File: config.mk
export PLATFORM = sky130hd
export DESIGN_NAME = afifo_wptr_full
export DESIGN_NICKNAME = d
export VERILOG_FILES = /design/src/rtl/afifo_wptr_full.sv
export SDC_FILE = /design/constraint.sdc
export NUM_CORES = 1
export LEC_CHECK = 0
export ABC_AREA = 1
export BUFFER_PORTS_ARGS = -buffer_cell sky130_fd_sc_hd__buf_2
export CAP_MARGIN = 20
export CORE_AREA = 2 2 39 41
export DETAILED_ROUTE_END_ITERATION = 7
export DIE_AREA = 0 0 41 43
export GPL_ROUTABILITY_DRIVEN = 0
export GPL_TIMING_DRIVEN = 0
export MAX_ROUTING_LAYER = met4
export PLACE_DENSITY = 0.69
export SLEW_MARGIN = 15
export SYNTH_ARGS = -nofsm -noshare
export SYNTH_HDL_FRONTEND = slang
export SYNTH_SLANG_ARGS = --single-unit
File: constraint.sdc
create_clock -name clk_i -period 2 [get_ports clk_i]
set_input_delay 0.1 -clock clk_i [delete_from_list [all_inputs] [get_ports clk_i]]
set_output_delay 0.1 -clock clk_i [all_outputs]
set_load 0.01 [all_outputs]
File: src/rtl/afifo_wptr_full.sv
// afifo_wptr_full
// ---------------
// Write-domain half of an asynchronous FIFO. It owns the binary write
// pointer, publishes a registered gray copy of it for the read-domain
// synchronizer, drives the RAM write port, and compares against the
// already-synchronized gray read pointer to produce a registered full flag
// and a sticky overflow flag.
//
// Optional build macro: AFIFO_WLEVEL_EN
//   When defined, the synchronized read pointer is also converted to binary
//   to produce a registered fill level (wlevel_o) and almost-full flag
//   (almost_full_o). When undefined those ports and that logic are absent.
//
// Ports:
//   clk_i            write-domain clock
//   rst_i            synchronous, active-high reset
//   push_i           write request
//   rptr_gray_sync_i read pointer, gray, synchronized into clk_i domain
//   wptr_gray_o      write pointer, gray, straight from a flop
//   waddr_o          RAM write address (low ADDR_WIDTH bits of binary ptr)
//   wen_o            RAM write enable = push_i & ~full_o
//   full_o           FIFO full (registered)
//   overflow_o       sticky: push attempted while full
//   wlevel_o         fill level 0..DEPTH (AFIFO_WLEVEL_EN only)
//   almost_full_o    level >= DEPTH - AF_MARGIN (AFIFO_WLEVEL_EN only)
//
// Handshake: push_i is a request and ~full_o is the ready. A write happens
// on a clock edge exactly when wen_o (= push_i & ~full_o) is high; a push
// seen while full_o is high is dropped and latches overflow_o.

module afifo_wptr_full #(
    parameter int ADDR_WIDTH = 4,
    parameter int AF_MARGIN  = 2
) (
    input  logic                  clk_i,
    input  logic                  rst_i,
    input  logic                  push_i,
    input  logic [ADDR_WIDTH:0]   rptr_gray_sync_i,
    output logic [ADDR_WIDTH:0]   wptr_gray_o,
    output logic [ADDR_WIDTH-1:0] waddr_o,
    output logic                  wen_o,
    output logic                  full_o,
    output logic                  overflow_o
`ifdef AFIFO_WLEVEL_EN
    ,
    output logic [ADDR_WIDTH:0]   wlevel_o,
    output logic                  almost_full_o
`endif
);

    localparam int A = ADDR_WIDTH;

    logic [A:0] wbin;
    logic [A:0] wbin_next;
    logic [A:0] wgray_next;
    logic [A:0] full_match;
    logic       full_next;

    assign wen_o   = push_i & ~full_o;
    assign waddr_o = wbin[A-1:0];

    assign wbin_next  = wbin + {{A{1'b0}}, wen_o};
    assign wgray_next = wbin_next ^ (wbin_next >> 1);

    // In gray code, "write is exactly one lap ahead of read" means the top
    // two bits differ and the rest match. Staying in the gray domain avoids
    // any conversion of the synchronized pointer on the full path.
    assign full_match = {~rptr_gray_sync_i[A:A-1], rptr_gray_sync_i[A-2:0]};
    assign full_next  = (wgray_next == full_match);

    always_ff @(posedge clk_i) begin
        if (rst_i) begin
            wbin        <= '0;
            wptr_gray_o <= '0;
            full_o      <= 1'b0;
            overflow_o  <= 1'b0;
        end else begin
            wbin        <= wbin_next;
            wptr_gray_o <= wgray_next;
            full_o      <= full_next;
            overflow_o  <= overflow_o | (push_i & full_o);
        end
    end

`ifdef AFIFO_WLEVEL_EN
    localparam logic [A:0] DEPTH     = (A+1)'(1 << A);
    localparam logic [A:0] AF_THRESH = (A+1)'((1 << A) - AF_MARGIN);

    logic [A:0] rbin;
    logic [A:0] wlevel_next;
    logic       almost_full_next;

    // Gray to binary: each binary bit is the XOR of all gray bits at and
    // above it.
    always_comb begin
        rbin = '0;
        for (int i = 0; i <= A; i++) begin
            rbin[i] = ^(rptr_gray_sync_i >> i);
        end
    end

    // The read pointer is stale by the synchronizer latency, so this can
    // only over-report occupancy.
    assign wlevel_next      = wbin_next - rbin;
    assign almost_full_next = (wlevel_next >= AF_THRESH);

    always_ff @(posedge clk_i) begin
        if (rst_i) begin
            wlevel_o      <= '0;
            almost_full_o <= 1'b0;
        end else begin
            wlevel_o      <= wlevel_next;
            almost_full_o <= almost_full_next;
        end
    end

    logic unused_depth;
    assign unused_depth = ^DEPTH;
`endif

endmodule

# Word-level counts from Yosys, hierarchy flattened

Index checks and enable logic that the tools add are counted.

Add/sub/neg operators: 1
Equality and inequality tests: 1
Bitwise logic cells: 6

Operator list:

| cell                                         | number |
|---|---|
| 5-bit by 1-bit adder with 5-bit output       | 1 |
| 5-bit == test                                | 1 |
| 5-bit by 4-bit bitwise XOR with 5-bit output | 1 |
| 1-bit bitwise AND                            | 2 |
| 2-bit inverter                               | 1 |
| 1-bit inverter                               | 1 |
| 1-bit OR                                     | 1 |

Register bits after elaboration: 12
Input port bits: 8
Output and inout port bits: 12
Word-level logic and storage cells: 12

# Longest topological paths before layout

Gate-level depths: netlist of the first run.

Depth in word-level cells: 5
Gate-level depth with buffers: 13
Gate-level depth less buffers: 13

# Worst setup path before layout of the first run

No wires, ideal clock.

Path kind: flip-flop to flip-flop
Start: reg full_o
End: reg full_o
Library setup time: 0.110 ns
Arrival time: 1.606 ns
Data required time: 1.890 ns
Slack: 0.284 ns
Cell stages (with the launch flop): 12
Path buffers: 0
Period minus slack after synthesis: 1.716 ns
Cells stage by stage: dfxtp_1 > nor2_1 > ha_1 > ha_1 > inv_2 > nor2_2 > nor2_1 > nand2_1 > nand3b_1 > nor2_1 > nand2_1 > nor2_1

Word-level cells in the longest chain between the ends: 5

RTL lines:

| element                                      | RTL line | text |
|---|---|---|
| start, declared                              | 42       | `output logic full_o,` |
| start signal, assigned                       | 80       | `full_o <= full_next;` |
| 1-bit inverter                               | 59       | `assign wen_o = push_i & ~full_o;` |
| 1-bit bitwise AND                            | 59       |  |
| named net wen_o                              | 41       | `output logic wen_o,` |
| 5-bit by 1-bit adder with 5-bit output       | 62       | `assign wbin_next = wbin + {{A{1'b0}}, wen_o};` |
| named net wbin_next[1]                       | 54       | `logic [A:0] wbin_next;` |
| 5-bit by 4-bit bitwise XOR with 5-bit output | 63       | `assign wgray_next = wbin_next ^ (wbin_next >> 1);` |
| 5-bit == test                                | 69       | `assign full_next = (wgray_next == full_match);` |

The timed path passes the listed nets, and every way through them passes these cells.
A chain may end at the register's enable or synchronous reset.

# Final worst setup path of the first run

Start: reg full_o
End: reg full_o

Word-level cells in the longest chain between the ends: 5

RTL lines:

| element                                      | RTL line |
|---|---|
| 1-bit inverter                               | 59 |
| 1-bit bitwise AND                            | 59 |
| 5-bit by 1-bit adder with 5-bit output       | 62 |
| 5-bit by 4-bit bitwise XOR with 5-bit output | 63 |
| 5-bit == test                                | 69 |

Every way passes these cells.

==> reports/metrics.cfg, run 1 <==
[timing]
slew_headroom_pct=69.8
drv_slew=0
finalHoldViolCount=0
setup_tns_ps=0
worst_hold_slack_ps=68.3
period_share_pct=87.7
tightest_slew_ps=453
max_freq_mhz=570
fin_skew_ps=3.44
final-setup-viol-count=0
rsz0062_at_grt=false
min_period_ps=1750

[layout]
fillers=145
final_util_pct=54.0
fin_area_um2=747
ff_latch_area_um2=220
insertedDiodeCount=0
syn2layout_area_growth_pct=23.3
drive_gt1_share_pct=30.1
nets=124
final_cells=129
multi_input_area_um2=335

[cts]
clkSinkCount=11
clockBufferDepth=2
clk_latency_ps=270
numCtsBuffers=3
tritoncts=done
h-tree-depth=1
cts_hold_buf=0
cts_root_buf=clkbuf_4
cts_resized=0
cts_setup_buffers=0
clkTransAtPathRegs_ps=70

[routing]
vias=643
antenna_left=0
remaining_drc_errors=0
drtIter0Drc=6
avgViaCountPerCell=4.98
dr.pass1.iters=4
wl_per_cell_um=10.4
routed_wl_um=1340

[synthesis]
avgSynthCellArea_um2=6.73
ys_ff_latch=11
synth_edf_count=0
async_flop_share_pct=0
netlist_instances=90
synth.most_common_cell=nand2_1
ys_seq_area_share_pct=36.4
synth_common_cells=nand2_1, nor2_1, dfxtp_1, inv_1, nand2_2
mappedNetlistArea_um2=606
synth_top_area_share_pct=36.4
syn_nets=100
synth_top_area_cell=dfxtp_1
ys_types=17
ys.flop_type=dfxtp_1
yosys_warnings=0
synth_area_leaders=dfxtp_1, nand2_1, nor2_1

[floorplanning]
fp.dieW_um=41
fp-row-count=14
dieArea_um2=1760
initial_core_util_pct=43.8
core_area_um2=1380
io_pins=20
die_h_um=43

[worst_setup_path]
cp-start-kind=register
r2r_cells=12
crit_fanout=6
crit_arrival_ps=1930
setup.worst_path.end_class=register
cp-startpoint=full_o
crit_required_ps=2180
timing.rr.start=full_o
worst_r2r_endpoint=full_o
path_class=reg2reg
reg2reg_slack_ps=250
endpoint=full_o

[grt]
antenna_found_initial=0
grt.overflow.total=0
grt_max_degree=11
grt_usage_pct=18.7
grt_pass1_wl_um=2170
grt_pass1_vias=576

[pwr]
p_leak_nw=0.398
ir_worst_vdd_v=0.000374
p_per_area_nw_per_um2=651

[min_path]
hold_class=in2reg

[flow_run]
max_cap_viol_count=0

[placement]
place_area_um2=721
portBuffers=19
dp.cells=125
hpwl_um=1020

[status]
status=completed

[registers in the layout, indices dropped and copies added, names as in the netlist]
register and cells:
full_o 1, overflow_o 1, wbin 4, wptr_gray_o 5
[power by group]
| group | leakage [nW] | internal, mW | switching (mW) |
|---|---|---|---|
| clock network | 0.0150 | 0.0773 | 0.0782 |
| registers | 0.0894 | 0.230 | 0.00531 |
| logic | 0.293 | 0.0387 | 0.0571 |
| total | 0.398 | 0.346 | 0.141 |
[layer usage]
layer  track usage [%]  up-vias  part of all wire [%]
met3              3.14        6                   3.9
met1              21.4      285                    46
li1                  -      333                     -
met2              27.5       19                    47
met5                 -        -                     0
met4              14.0        0                   2.8
[cell usage in the layout, fill, tap and decap left out, drive strengths merged]
| cell | count |
|---|---|
| dfxtp | 11 |
| a21oi | 4 |
| ha | 2 |
| nor2 | 16 |
| nand3 | 6 |
| inv | 8 |
| nand2 | 32 |
| o21bai | 1 |
| clkbuf | 5 |
| buf | 20 |
| clkinv | 1 |
| nand3b | 3 |
| nand4 | 4 |
[how the worst min path moves through the flow]
| stage | startpoint | end | cells after the start |
|---|---|---|---|
| 6_report | push_i | overflow_o | 3 |
| 5_1_grt | push_i | overflow_o | 3 |
| 3_5_place_dp | push_i | overflow_o | 3 |
| 2_1_floorplan | push_i | overflow_o | 2 |
| 4_1_cts | push_i | overflow_o | 3 |
| 3_3_place_gp | push_i | overflow_o | 3 |
[worst max-delay path: stages, from the launching register on]
cell and delay [ps]:
dfxtp_1 320, nor2_1 140, ha_1 250, ha_1 290, inv_1 80, nand2_1 80, nand2_2 80, nand2_1 100
nand3_1 90, nand2_1 80, nor2_1 40, nand2_1 60, nor2_1 40
[area by class of cell]
class | count | area share, %
multi-input cells | 68 | 44.9
flip-flops and latches | 11 | 29.5
repair buffers | 19 | 12.7
inverters | 9 | 4.69
clock buffers | 4 | 3.52
well taps | 16 | 2.68
plain buffers | 2 | 2.01
[stage by stage]
step,setup WS [ps],total power [mW]
after floorplan,284,0.305
after global placement,320,0.333
after detailed placement,283,0.336
after global routing,18.8,0.513
final,246,0.487
after CTS,239,0.488
[cell families (layout without fill, tap and decap cells)]
kind of cell,after synthesis,after routing,share of synthesized area [%]
flip-flops,11,11,36.4
adder cells (fa/ha/maj),2,2,4.13
buffers and inverters,11,34,8.26
AND/OR/NAND/NOR,61,61,46.7
AO/OA/AOI/OAI,5,5,4.55
No activity file was read; power rests on OpenSTA's default activity.
==> run 2: changes to the inputs <==
--- a/config.mk
+++ b/config.mk
@@ -15,6 +15,8 @@
 export GPL_TIMING_DRIVEN = 0
 export MAX_ROUTING_LAYER = met4
 export PLACE_DENSITY = 0.69
+export SETUP_SLACK_MARGIN = 0.3
+export SKIP_CTS_REPAIR_TIMING = 1
 export SLEW_MARGIN = 15
 export SYNTH_ARGS = -nofsm -noshare
 export SYNTH_HDL_FRONTEND = slang
==> run 2 against run 1 <==
  * Global-route usage shrank 0.73 points
  * Routed wire length decreased by 1.1%
  * Hold slack gained 2.3 ps
  * Design area grew 4.5%
  * Via count is 2.5% lower
  * Sequential cell count is the same
  * Sequential power about the same
  * Largest cell class unchanged
==> reports/metrics.cfg, run 2 (synthesis gave the netlist of run 1 again) <==
[worst_setup_path]
crit_family=simple AND/OR/NAND/NOR gates
crit_arrival_ps=1720  ; -210 ps
cp-start-kind=register
cp-startpoint=full_o
worst_r2r_endpoint=full_o
worstPathBufferInverterCount=1  ; unchanged
crit_slowest_cell=dfxtp_2
slowest_delay_ps=360  ; +40 ps
crit_required_ps=2210  ; +30 ps
setup.worst_path.end_class=register
reg2reg_slack_ps=480  ; +240 ps
path_class=reg2reg
worstPathCellList=nor2_4 > ha_4 > ha_4 > inv_2 > nor2_2 > nor2_1 > nand2_1 > nand3b_1 > nor2_1 > nand2_1 > nor2_1
timing.rr.start=full_o
r2r_cells=11  ; -1
crit_fanout=4  ; -2
cp_common_cell=nor2_1

[floorplanning]
core_area_um2=1380  ; unchanged
fp.dieW_um=41  ; unchanged
initial_core_util_pct=43.8  ; unchanged
fp-row-count=14  ; unchanged
die_h_um=43  ; unchanged
io_pins=20  ; unchanged
dieArea_um2=1760  ; unchanged

[placement]
dp.cells=125  ; unchanged
place_area_um2=723  ; +0.35%
hpwl_um=1000  ; -1.6%
dp_slack_ps=302  ; +19.3 ps
portBuffers=19  ; unchanged

[timing]
period_share_pct=75.8  ; -12 points
finalHoldViolCount=0  ; unchanged
setup_slack_ps=483  ; +237 ps
slew_headroom_pct=69.0  ; -0.85 points
max_freq_mhz=659  ; +16%
worst_hold_slack_ps=70.7  ; +2.34 ps
rsz0062_at_grt=false
drv_slew=0  ; unchanged
final-setup-viol-count=0  ; unchanged
setup_tns_ps=0  ; unchanged
min_period_ps=1520  ; -237 ps
fin_skew_ps=2.29  ; -1.15 ps
tightest_slew_ps=465  ; +12.8 ps

[cts]
clockBufferDepth=2  ; unchanged
h-tree-depth=1  ; unchanged
cts_root_buf=clkbuf_4
clkTransAtPathRegs_ps=70  ; about the same
numCtsBuffers=3  ; unchanged
clk_latency_ps=270  ; about the same
tritoncts=done
clkSinkCount=11  ; unchanged

[grt]
grt_pass1_wl_um=2040  ; -6.0%
antenna_found_initial=0  ; unchanged
grt.overflow.total=0  ; unchanged
grt_max_degree=11  ; unchanged
grt_pass1_vias=537  ; -6.8%
grt_usage_pct=17.9  ; -0.73 points

[flow_run]
max_cap_viol_count=0  ; unchanged

[layout]
syn2layout_area_growth_pct=28.9
layout_common_cells=nand2_1, buf_2, nor2_1
drive_gt1_share_pct=33.6  ; +3.5 points
insertedDiodeCount=0  ; unchanged
largest_reg_flops=5  ; unchanged
reg_top3=wptr_gray_o (5), wbin (4)
nets=124  ; unchanged
regMostFlops=wptr_gray_o
final_cells=129  ; unchanged
final_util_pct=56.4  ; +2.4 points
fin_area_um2=781  ; +4.5%
final_common_cell=nand2_1

[routing]
remaining_drc_errors=0  ; unchanged
routed_wl_um=1330  ; -1.1%
antenna_left=0  ; unchanged
wl_per_cell_um=10.3  ; -1.1%
vias=627  ; -2.5%
drtIter0Drc=12  ; +6
avgViaCountPerCell=4.86  ; -2.5%
dr.pass1.iters=4  ; unchanged

[pwr]
power.total_uw=498  ; +2.5%
p_per_area_nw_per_um2=638  ; -2.0%
ir_worst_vdd_v=0.000371  ; -0.63%
p_leak_nw=0.397  ; -0.20%

[status]
status=completed

[min_path]
min_from=push_i
hold_class=in2reg
whs_path_depth=3  ; unchanged
whs_endpoint=overflow_o

run 2: cell counts in the layout (fill, tap and decap cells not counted):
Identical to the previous run, type by type.
run 2: worst min-delay path, delay by kind of cell:
kind	cells	cell delay, ps
AND/OR/NAND/NOR	1	70
AO/OA/AOI/OAI	1	50
buffers and inverters	1	90
run 2: report_power, final:
group	switching [mW]	leakage (nW)	internal [mW]	total, mW
Clock	0.0795	0.0150	0.0772	0.157
Sequential	0.00788	0.0899	0.230	0.238
Combinational	0.0573	0.292	0.0465	0.104
Total	0.145	0.397	0.354	0.498
run 2: routing by layer:
metal  share of wire [%]  vias up  track usage (%)
li1                    -      331                -
met1                  47      275             20.4
met2                  46       17             27.2
met3                 5.0        4             3.14
met4                 1.7        0             12.0
met5                   0        -                -
run 2: layout make-up:
| class | instances | area (um^2) |
|---|---|---|
| flip-flops and latches | 11 | 221 |
| repair buffers | 19 | 95.1 |
| multi-input cells | 68 | 368 |
| fillers | 136 | 603 |
| clock buffers | 4 | 26.3 |
| inverters | 9 | 35.0 |
| well taps | 16 | 20.0 |
| plain buffers | 2 | 15.0 |
run 2: worst max path at each step:
| stage | end | slack [ps] | depth (start not counted) |
|---|---|---|---|
| finish | full_o | 480 | 11 |
| global route | full_o | 340 | 11 |
| CTS | full_o | 260 | 11 |
| detailed placement | full_o | 300 | 11 |
| global placement | full_o | 320 | 11 |
| floorplan | full_o | 350 | 11 |
